<file path="src/rtl/sd_block_cache.sv">
// Direct-mapped write-back cache of SD blocks between the CPU and the SPI block engine.
// Fetches missing blocks, evicts dirty victims, and flushes all dirty lines on request.
module sd_block_cache #(
  parameter int ADDR_W      = 32,
  parameter int BLOCK_SHIFT = 9,
  parameter int LINE_W      = 2,
  localparam int BW         = ADDR_W - BLOCK_SHIFT
) (
  input  logic              clk,
  input  logic              rst,
  input  logic              read,
  input  logic              write,
  input  logic              flush,
  input  logic [ADDR_W-1:0] addr,
  input  logic              busy,
  output logic              read_spi,
  output logic              write_spi,
  output logic [BW-1:0]     spi_block,
  output logic [LINE_W-1:0] spi_line,
  output logic [LINE_W-1:0] ram_line,
  output logic              write_ram,
  output logic              ready,
  output logic              flush_done
);

  localparam int LINES = 2 ** LINE_W;
  localparam logic [LINE_W-1:0] LAST = LINE_W'(LINES - 1);

  typedef enum logic [2:0] {
    IDLE, HIT_RD, HIT_WR, EVICT_WAIT, FILL_WAIT, FLUSH_SCAN, FLUSH_WAIT
  } state_e;

  state_e            state_q, state_d;
  logic              guard_q, guard_d;
  logic [LINE_W-1:0] ptr_q, ptr_d;
  logic [LINES-1:0]  valid_q, valid_d;
  logic [LINES-1:0]  dirty_q, dirty_d;
  logic [BW-1:0]     tag_q [LINES];
  logic [BW-1:0]     tag_d [LINES];
  logic              read_spi_q, read_spi_d;
  logic              write_spi_q, write_spi_d;
  logic [BW-1:0]     spi_block_q, spi_block_d;
  logic [LINE_W-1:0] spi_line_q, spi_line_d;
  logic              write_ram_q, write_ram_d;
  logic              ready_q, ready_d;
  logic              flush_done_q, flush_done_d;

  logic [BW-1:0]     block;
  logic [LINE_W-1:0] idx;
  logic              hit;
  logic              unused_addr;

  assign block       = addr[ADDR_W-1:BLOCK_SHIFT];
  assign idx         = block[LINE_W-1:0];
  assign hit         = valid_q[idx] && (tag_q[idx] == block);
  assign unused_addr = ^addr[BLOCK_SHIFT-1:0];

  assign ram_line   = idx;
  assign read_spi   = read_spi_q;
  assign write_spi  = write_spi_q;
  assign spi_block  = spi_block_q;
  assign spi_line   = spi_line_q;
  assign write_ram  = write_ram_q;
  assign ready      = ready_q;
  assign flush_done = flush_done_q;

  // Next-state, line bookkeeping and registered output decode.
  always_comb begin
    state_d      = state_q;
    guard_d      = guard_q;
    ptr_d        = ptr_q;
    valid_d      = valid_q;
    dirty_d      = dirty_q;
    tag_d        = tag_q;
    spi_block_d  = spi_block_q;
    spi_line_d   = spi_line_q;
    read_spi_d   = 1'b0;
    write_spi_d  = 1'b0;
    write_ram_d  = 1'b0;
    ready_d      = 1'b0;
    flush_done_d = 1'b0;
    unique case (state_q)
      IDLE: begin
        // A request is still held in the cycle its completion pulse shows.
        if (!ready_q && !flush_done_q) begin
          if (read || write) begin
            if (hit) begin
              state_d = write ? HIT_WR : HIT_RD;
            end else if (valid_q[idx] && dirty_q[idx]) begin
              write_spi_d = 1'b1;
              spi_block_d = tag_q[idx];
              spi_line_d  = idx;
              guard_d     = 1'b1;
              state_d     = EVICT_WAIT;
            end else begin
              read_spi_d  = 1'b1;
              spi_block_d = block;
              spi_line_d  = idx;
              guard_d     = 1'b1;
              state_d     = FILL_WAIT;
            end
          end else if (flush) begin
            ptr_d   = '0;
            state_d = FLUSH_SCAN;
          end
        end
      end
      HIT_RD: begin
        ready_d = 1'b1;
        state_d = IDLE;
      end
      HIT_WR: begin
        ready_d      = 1'b1;
        write_ram_d  = 1'b1;
        dirty_d[idx] = 1'b1;
        state_d      = IDLE;
      end
      EVICT_WAIT: begin
        if (guard_q) begin
          guard_d = 1'b0;
        end else if (!busy) begin
          dirty_d[idx] = 1'b0;
          read_spi_d   = 1'b1;
          spi_block_d  = block;
          spi_line_d   = idx;
          guard_d      = 1'b1;
          state_d      = FILL_WAIT;
        end
      end
      FILL_WAIT: begin
        if (guard_q) begin
          guard_d = 1'b0;
        end else if (!busy) begin
          valid_d[idx] = 1'b1;
          dirty_d[idx] = 1'b0;
          tag_d[idx]   = block;
          state_d      = IDLE;
        end
      end
      FLUSH_SCAN: begin
        if (valid_q[ptr_q] && dirty_q[ptr_q]) begin
          write_spi_d = 1'b1;
          spi_block_d = tag_q[ptr_q];
          spi_line_d  = ptr_q;
          guard_d     = 1'b1;
          state_d     = FLUSH_WAIT;
        end else if (ptr_q == LAST) begin
          flush_done_d = 1'b1;
          state_d      = IDLE;
        end else begin
          ptr_d = ptr_q + 1'b1;
        end
      end
      FLUSH_WAIT: begin
        if (guard_q) begin
          guard_d = 1'b0;
        end else if (!busy) begin
          dirty_d[ptr_q] = 1'b0;
          if (ptr_q == LAST) begin
            flush_done_d = 1'b1;
            state_d      = IDLE;
          end else begin
            ptr_d   = ptr_q + 1'b1;
            state_d = FLUSH_SCAN;
          end
        end
      end
      default: state_d = IDLE;
    endcase
  end

  // State, line metadata and output registers with synchronous reset.
  always_ff @(posedge clk) begin
    if (rst) begin
      state_q      <= IDLE;
      guard_q      <= 1'b0;
      ptr_q        <= '0;
      valid_q      <= '0;
      dirty_q      <= '0;
      tag_q        <= '{default: '0};
      read_spi_q   <= 1'b0;
      write_spi_q  <= 1'b0;
      spi_block_q  <= '0;
      spi_line_q   <= '0;
      write_ram_q  <= 1'b0;
      ready_q      <= 1'b0;
      flush_done_q <= 1'b0;
    end else begin
      state_q      <= state_d;
      guard_q      <= guard_d;
      ptr_q        <= ptr_d;
      valid_q      <= valid_d;
      dirty_q      <= dirty_d;
      tag_q        <= tag_d;
      read_spi_q   <= read_spi_d;
      write_spi_q  <= write_spi_d;
      spi_block_q  <= spi_block_d;
      spi_line_q   <= spi_line_d;
      write_ram_q  <= write_ram_d;
      ready_q      <= ready_d;
      flush_done_q <= flush_done_d;
    end
  end

endmodule

</file>
<file path="config.mk">
export PLATFORM = sky130hd
export DESIGN_NAME = sd_block_cache
export DESIGN_NICKNAME = d
export VERILOG_FILES = /design/src/rtl/sd_block_cache.sv
export SDC_FILE = /design/constraint.sdc
export NUM_CORES = 1
export LEC_CHECK = 0
export CAP_MARGIN = 10
export CORE_MARGIN = 3
export CORE_UTILIZATION = 27
export DETAILED_ROUTE_END_ITERATION = 16
export GPL_TIMING_DRIVEN = 0
export PLACE_DENSITY = 0.51
export RECOVER_POWER = 100
export SLEW_MARGIN = 30
export SYNTH_ARGS = -nofsm -noshare
export SYNTH_HDL_FRONTEND = slang
export SYNTH_SLANG_ARGS = --single-unit
export TNS_END_PERCENT = 100
</file>
<file path="constraint.sdc">
create_clock -name clk -period 3.5 [get_ports clk]
set_input_delay 0.7 -clock clk [delete_from_list [all_inputs] [get_ports clk]]
set_output_delay 0.7 -clock clk [all_outputs]
set_load 0.02 [all_outputs]
</file>
# Word level (Yosys, flattened, before mapping)
# Cells that the tools add are included.
totals:
  ff_bits: 136
  latch_bits: 0
  mem_bits_rw: 0
  mem_bits_ro: 0
  inputBits: 38
  out_inout_bits: 32
  n_memories: 0
classes:
  n_addsub: 1
  mul: 0
  div: 0
  n_lt_le_gt_ge: 7
  eq_ne: 25
  shifts: 0
  mux: 90
  bitwise_logic: 10
  reduce_logical: 24
ops:
  columns: ["cell", "n"]
  rows:
  - ["2-to-1 mux 23 bit", 12]
  - ["binary-select mux 23 bit (select 2 bit)", 2]
  - ["bitwise mux 92 bit", 1]
  - ["case mux 23 bit (3 select lines)", 1]
  - ["demux 23 bit (select 2 bit)", 1]
  - ["2-to-1 mux 3 bit", 14]
  - ["inequality test 2 bit, second input constant", 15]
  - ["2-to-1 mux 2 bit", 14]
  - ["2-to-1 mux 1 bit", 27]
  - ["== test 23 bit", 1]
  - ["2-to-1 mux 4 bit", 4]
  - ["case mux 3 bit (5 select lines)", 1]
  - ["AND reduction 7 bit", 2]
  - ["case mux 2 bit (3 select lines)", 2]
  - ["case mux 4 bit (3 select lines)", 1]
  - ["AND reduction 5 bit", 2]
  - ["== test 3 bit, second input constant", 3]
  - ["AND reduction 9 bit", 1]
  - ["nonzero test 3 bit", 3]
  - ["bitwise AND 4 bit", 2]
  - ["binary-select mux 1 bit (select 2 bit)", 4]
  - ["inverter 4 bit", 2]
  - ["bitwise OR 4 bit", 2]
  - ["logical AND 1 bit", 7]
  - ["20 further kinds", 33]

# Longest topological paths before layout
logic_depth:
  word_depth: 10
  ltp_mapped: 12
  depth_no_buf: 7

# Least setup slack after synthesis
# OpenSTA, ideal clock, no wires.
synth_path:
  path_kind: "input-to-reg"
  from: "input addr[9]"
  to: "register spi_block_q[20], in the netlist spi_block[20]"
  setup_ps: 123
  arrival_time_ps: 3383
  required_time_ps: 3377
  path_slack_ps: -6
  cell_stages: 11
  path_buffers: 4
  cell_sequence: "buf_2 buf_2 mux4_2 xnor2_1 nand2_1 or4_1 buf_2 or2_4 o21ai_4 buf_8 mux2_1"
synth_via:
  elab_chain_len: 9
synth_lines:
  columns: ["item", "line_no", "text"]
  rows:
  - ["from (decl)", "14", "input logic [ADDR_W-1:0] addr,"]
  - ["branches (longest 9 deep; another with binary-select mux 23 bit (select 2 bit))", null, null]
  - ["to (signal assigned)", "197", "spi_block_q <= spi_block_d;"]
  - ["to (decl)", "42", "logic [BW-1:0] spi_block_q, spi_block_d;"]
# Several ways; the timed one is not identified. The select of a mux whose other input is x is not followed.
# A chain may end at the register's enable or synchronous reset.

# Worst setup path after layout
layout_path:
  from: "input addr[9]"
  to: "register spi_block_q[12], in the netlist spi_block[12]"
# The elaborated chain is that of the path after synthesis.

==> implementation parameters <==
Parameter                              Value

Status
  Outcome ... finished, final reports clean

Logic synthesis
  Synth async-reset ratio ... 0
  Number of warnings reported in the yosys synthesis log ... 0
  Most used standard cells in the synthesized netlist ... nand2_1, dfxtp_1, a21oi_1
  EDFF count, synth ... 0
  Most used standard cell by instance count after synthesis ... nand2_1
  Synthesis-stage register bit count ... approximately 140
  Mean instance size in the synthesized netlist ... ~8.5 um^2
  Cells taking the most area after synthesis ... dfxtp_1, nand2_1, mux4_2, mux2i_1, a21oi_1
  Cell area after technology mapping ... 7629 um^2
  Count of mapped cells out of synthesis ... between 900 and 1000
  Most used flip-flop cell after synthesis ... dfxtp_1
  Number of distinct standard cells referenced by the synthesized netlist ... 60
  Dominant cell type by area after synthesis ... dfxtp_1
  Post-Synthesis Net Count ... roughly 940
  Sequential share of the synthesized area ... 0.3569
  Top cell type's share of synthesized area ... 0.3569

Drt
  Total number of vias ... 7039
  Count of unresolved DRC violations after routing ... 0
  Antenna violation net count after detailed routing ... 0
  Initial drt markers ... 733
  1st-pass router iterations ... 7
  Routed length per instance ... 20.41 um
  Routed Wire Length ... roughly 28 mm
  Via/cell ratio ... around 5.2

Worst hold path
  Kind of path behind the tightest hold check ... reg -> reg

Setup path
  Type of the worst setup path ... in -> reg
  Setup crit end kind ... flop
  Worst Path Required ... approximately 3.8 ns
  CP Launch Type ... input port
  Largest fanout on the critical path ... 10
  Arrival time reported for the critical path endpoint ... between 3 and 4 ns

Placed design
  HPWL after detailed placement ... a little under 20 mm
  Pre-CTS worst setup slack ... -1.004 ns
  Total of buffers placed on input and output ports ... 44
  RD Place Congestion ... ~0.9

Clock tree
  Max Root-Sink Buffers ... 2
  CTS tree ... done
  Number of CTS-inserted buffers ... 17
  Clock insertion delay at the later pin of the skew report ... ~0.42 ns
  Clock transition at the registers of the reported paths ... approximately 0.06 ns
  # clock sinks ... approximately 140
  H-tree lvl count ... 4
  CTS Root Cell ... clkbuf_16

Pwr
  Maximum vdd ir drop ... 0.0003443 V
  Power Dens Cells ... between 500 and 600 nW/um^2
  Lkg Pwr ... approximately 0.0032 uW

Die
  Core Rows ... 60
  Num ports ... 70
  Die Span X ... roughly 170 um
  Die Outline Area ... 30310 um^2
  Die outline height ... approximately 170 um
  Core region area ... roughly 27000 um^2
  Initial Util ... 0.2792

GRT
  Total grt overflow ... 0
  Number of global-route vias before repair ... between 6000 and 7000
  Number of antenna violations at the first check in global routing ... 0
  Pin count of the biggest net entering global routing ... 20
  Overall Global Routing Usage ... 0.1809
  Global-route wire length before repair ... ~42 mm

Layout
  Core utilization of the finished layout ... 0.3364
  N_diodes ... 0
  Number of nets at the end of the flow ... just over 1000
  Share of post-route cells with drive strength above 1 ... 0.1193
  Post-synthesis to final-layout area growth ... 20.50%

STA
  TNS Setup ... 0 ns
  Portion of the clock cycle consumed by the worst path in the final layout ... 0.9795
  Count of final max-slew check failures ... 0
  Worst-Margin Slew ... just under 1 ns
  Max frequency ... around 0.29 GHz
  RSZ-0062 raised after global routing ... no
  Final hold violation count ... 0
  Layout Skew ... between 0.009 and 0.01 ns
  Smallest setup slack after layout ... 0.07182 ns
  Final setup viols ... 0
  Fin crit period ... ~3.4 ns
  Worst max-slew margin expressed relative to the limit ... 0.3355

Flow run
  Max-cap violation count ... 0
==> through the flow <==
| step | std cells | hold WS, ns | power [uW] | cell area, um^2 |
|---|---|---|---|---|
| 3_3_place_gp | 1318 | 0.4553 | 3069 | 8537 |
| 6_report | 1353 | 0.4664 | 4888 | 9193 |
| 5_1_grt | 1353 | 0.4850 | 5086 | 9193 |
| 4_1_cts | 1353 | 0.4684 | 4956 | 9186 |
| 3_5_place_dp | 1318 | 0.4609 | 3077 | 8537 |
| 2_1_floorplan | 902 | 0.4427 | 2630 | 7631 |
==> per-layer routing <==
| metal | track usage | up-vias | wire, um |
|---|---|---|---|
| met5 | 0 | - | 0 |
| met4 | 0.04993 | 0 | 453 |
| met3 | 0.02993 | 28 | 2060 |
| met2 | 0.2795 | 256 | 12470 |
| met1 | 0.2607 | 3449 | 12630 |
| li1 | - | 3306 | - |
==> flip-flops by register name, indices dropped and copies added, names as in the netlist <==
register / cells
tag_q: 92
spi_block: 23
dirty_q: 4
valid_q: 4
state_q: 3
ptr_q: 2
spi_line: 2
flush_done: 1
guard_q: 1
read_spi: 1
ready: 1
write_ram: 1
write_spi: 1
==> kinds of logic after synthesis <==
kind of cell,after synthesis,share of synthesized area
simple gates,337,0.1930
buf+inv,93,0.05216
fa+ha+maj,4,0.006561
flops,136,0.3569
mux,113,0.2091
compound gates,201,0.1616
xor+xnor,18,0.02067
==> critical path, stage by stage <==
cell and delay (ns):
buf_4 0.20, mux4_2 0.60, xnor2_4 0.23, nand3_1 0.19
or4_1 0.60, buf_2 0.21, or2_4 0.25, o21ai_4 0.22
buf_6 0.22, mux2_4 0.31
==> area by class of cell <==
cell class | count | area, um^2
repair buffers | 48 | 462.9
flip-flops and latches | 136 | 2723
multi-input cells | 673 | 4529
clock inverters | 11 | 148.9
fillers | 2956 | 18130
inverters | 12 | 45.04
clock buffers | 21 | 450.4
well taps | 372 | 465.4
plain buffers | 80 | 367.9
==> report_power, final <==
group / internal (uW) / switching (uW) / total, uW
Clock: 1140 / 727 / 1870
Combinational: 537 / 689 / 1230
Sequential: 1700 / 91.9 / 1790
Total: 3380 / 1510 / 4890
==> what timing repair did <==
action	4_1_cts	5_1_grt
setup buffers	4	0
pin swaps	4	3
endpoints found under the setup margin	82	65
hold buffers	0	0
endpoints found under the hold margin	0	0
resized for setup	9	15
==> placed cells by master, fill, tap and decap left out, types with 17 or more instances in the layout <==
master         count
nand2_1          198
dfxtp_1          136
a21oi_1          106
clkbuf_1          64
nor2_1            62
mux2i_1           54
dlygate4sd3_1     34
mux4_2            31
o21ai_0           30
nor2b_1           18
clkbuf_16         17
==> worst paths after layout <==
path                                      to  depth (start not counted)                    from  slack, ns
setup / recovery  spi_block[12]$_SDFFE_PP0P_                         10                 addr[9]       0.07
hold / removal        tag_q[74]$_SDFFE_PP0P_                          2  tag_q[74]$_SDFFE_PP0P_       0.47
setup reg to reg   spi_block[5]$_SDFFE_PP0P_                          6   ptr_q[1]$_SDFFE_PP0P_       0.13
hold reg to reg       tag_q[74]$_SDFFE_PP0P_                          2  tag_q[74]$_SDFFE_PP0P_       0.47
No activity file was read; power rests on OpenSTA's default activity.
==> variant (config.mk and constraints unchanged) <==
Re-encode `state_e` (7 states) as one-hot, 7 bits wide.
--- a/src/rtl/sd_block_cache.sv
+++ b/src/rtl/sd_block_cache.sv
@@ -28,4 +28,4 @@
 
-  typedef enum logic [2:0] {
-    IDLE, HIT_RD, HIT_WR, EVICT_WAIT, FILL_WAIT, FLUSH_SCAN, FLUSH_WAIT
+  typedef enum logic [6:0] {
+    IDLE = 7'b0000001, HIT_RD = 7'b0000010, HIT_WR = 7'b0000100, EVICT_WAIT = 7'b0001000, FILL_WAIT = 7'b0010000, FLUSH_SCAN = 7'b0100000, FLUSH_WAIT = 7'b1000000
   } state_e;
Function: no difference found for any inputs over 4 cycles, from zero or initial values and one cycle with rst high; so few cycles prove little.
==> variant against the unedited design <==
  * The run now ends with negative setup slack left
  * Critical path depth decreased by 1
  * Sequential cell count increased by 4
  * Wire length increased by 5.2%
  * Final area increased by 0.84%
  * Setup slack got worse by 0.085 ns
  * Synthesized area increased by 0.92%
  * Total power increased by 15%
  * Register-to-register slack improved by 0.13 ns
  * Hold slack about the same
==> variant: results <==
[timing]
setup_viol = 1
setup_tns_ns = -0.0134
finClkSkew_ns = 0.00725
relSlewSlack_pct = 25.5
worst_slack_ns = -0.0134

[routing]
dr_total_vias = 7331
drt_first_pass_iters = 6
drt_wl_total_um = 29100
drtIter0Drc = 862

[place]
gp_congestion = 0.939
port_buffers = 47
place_area_mm2 = 0.00864

[worst_setup_path]
critPathSlowestCell = "a222oi_1"

[status]
violations = "negative setup slack"
status = "finished with violations"

[finish]
nets = 1005

[logic_synthesis]
ys_seq_area_share_pct = 36.4
synthTopCellsByArea = "dfxtp_1, nand2_1, mux4_2"
synth.distinct_cells = 62
synth_common_cells = "nand2_1, dfxtp_1, a21oi_1"

[global_routing]
grt_pass1_vias = 6937
track_usage_pct = 19.0
grt_pass1_wl_um = 44100

[power_and_ir_drop]
ir_drop_v = 0.000329

[clock_tree]
clock_latency_ns = 0.44
variant: cell types whose count changed in the layout (fill, tap and decap cells not counted), sizes merged, moves of 12 or more:
cell	delta
a211oi	+47
nor2b	-16
mux2	-19
nor2	-17
mux2i	-12
variant: path summary, 6_finish.rpt:
path	cells past startpoint	to	startpoint	slack, ns
max reg2reg	7	spi_block[9]$_SDFFE_PP0P_	state_q[3]$_SDFFE_PP0P_	0.26
max	9	spi_block[13]$_SDFFE_PP0P_	addr[10]	-0.01
min	2	tag_q[33]$_SDFFE_PP0P_	tag_q[33]$_SDFFE_PP0P_	0.47
min reg2reg	2	tag_q[33]$_SDFFE_PP0P_	tag_q[33]$_SDFFE_PP0P_	0.47
variant: layout make-up:
cell class / count / share of cell area (%)
Inverter: 7 / 0.283
Clock inverter: 11 / 1.80
Timing Repair Buffer: 47 / 5.07
Buffer: 82 / 4.17
Multi-Input combinational cell: 668 / 48.3
Sequential cell: 140 / 30.2
Clock buffer: 20 / 5.03
Tap cell: 378 / 5.10
variant: critical path: cells and delay by family:
kind / cells / cell delay, ns
buffers and inverters: 4 / 1.12
muxes: 1 / 0.39
AOI/OAI and AO/OA: 3 / 1.37
and+or+nand+nor: 1 / 0.19
variant: per-stage QoR:
stage | hold slack [ns] | setup WS (ns) | utilization [%] | cells | power [mW]
2_1_floorplan | 0.443 | 0.283 | - | 898 | 3.15
3_3_place_gp | 0.454 | -1.16 | 30.9 | 1323 | 3.75
3_5_place_dp | 0.460 | -1.10 | 30.9 | 1323 | 3.75
4_1_cts | 0.468 | 0.0638 | 33.3 | 1353 | 5.74
5_1_grt | 0.481 | 0.00387 | 33.2 | 1353 | 5.87
6_report | 0.467 | -0.0134 | 33.2 | 1353 | 5.61
variant: kinds of logic (layout without fill, tap and decap cells):
kind of cell    count (synthesis)  count (layout)  synth area share [%]
buf+inv                        90             167                  5.09
compound gates                235             235                  21.0
fa+ha+maj                       4               4                 0.650
mux                            81              81                  15.6
xor+xnor                       26              26                  2.96
simple gates                  322             322                  18.3
flops                         140             140                  36.4
variant: layer usage:
layer	global-route usage [%]	part of all wire, %	vias to the layer above	wire (um)
met4	5.82	2.4	0	702
met2	29.2	44	317	12900
met5	0	0	-	0
met1	27.0	46	3566	13300
li1	-	-	3399	-
met3	3.67	7.5	49	2190
variant: repair_timing:
item                                    4_1_cts  5_1_grt
pin swaps                                     1        1
buffers inserted                              0        0
cloned                                        0        0
endpoints found under the setup margin       39       18
gates resized for setup                      10        5
variant: power breakdown:
| part | internal [mW] | leakage [nW] | switching [mW] |
|---|---|---|---|
| sequential | 1.77 | 1.14 | 0.109 |
| clock | 1.24 | 0.316 | 0.743 |
| combinational | 0.676 | 1.64 | 1.08 |
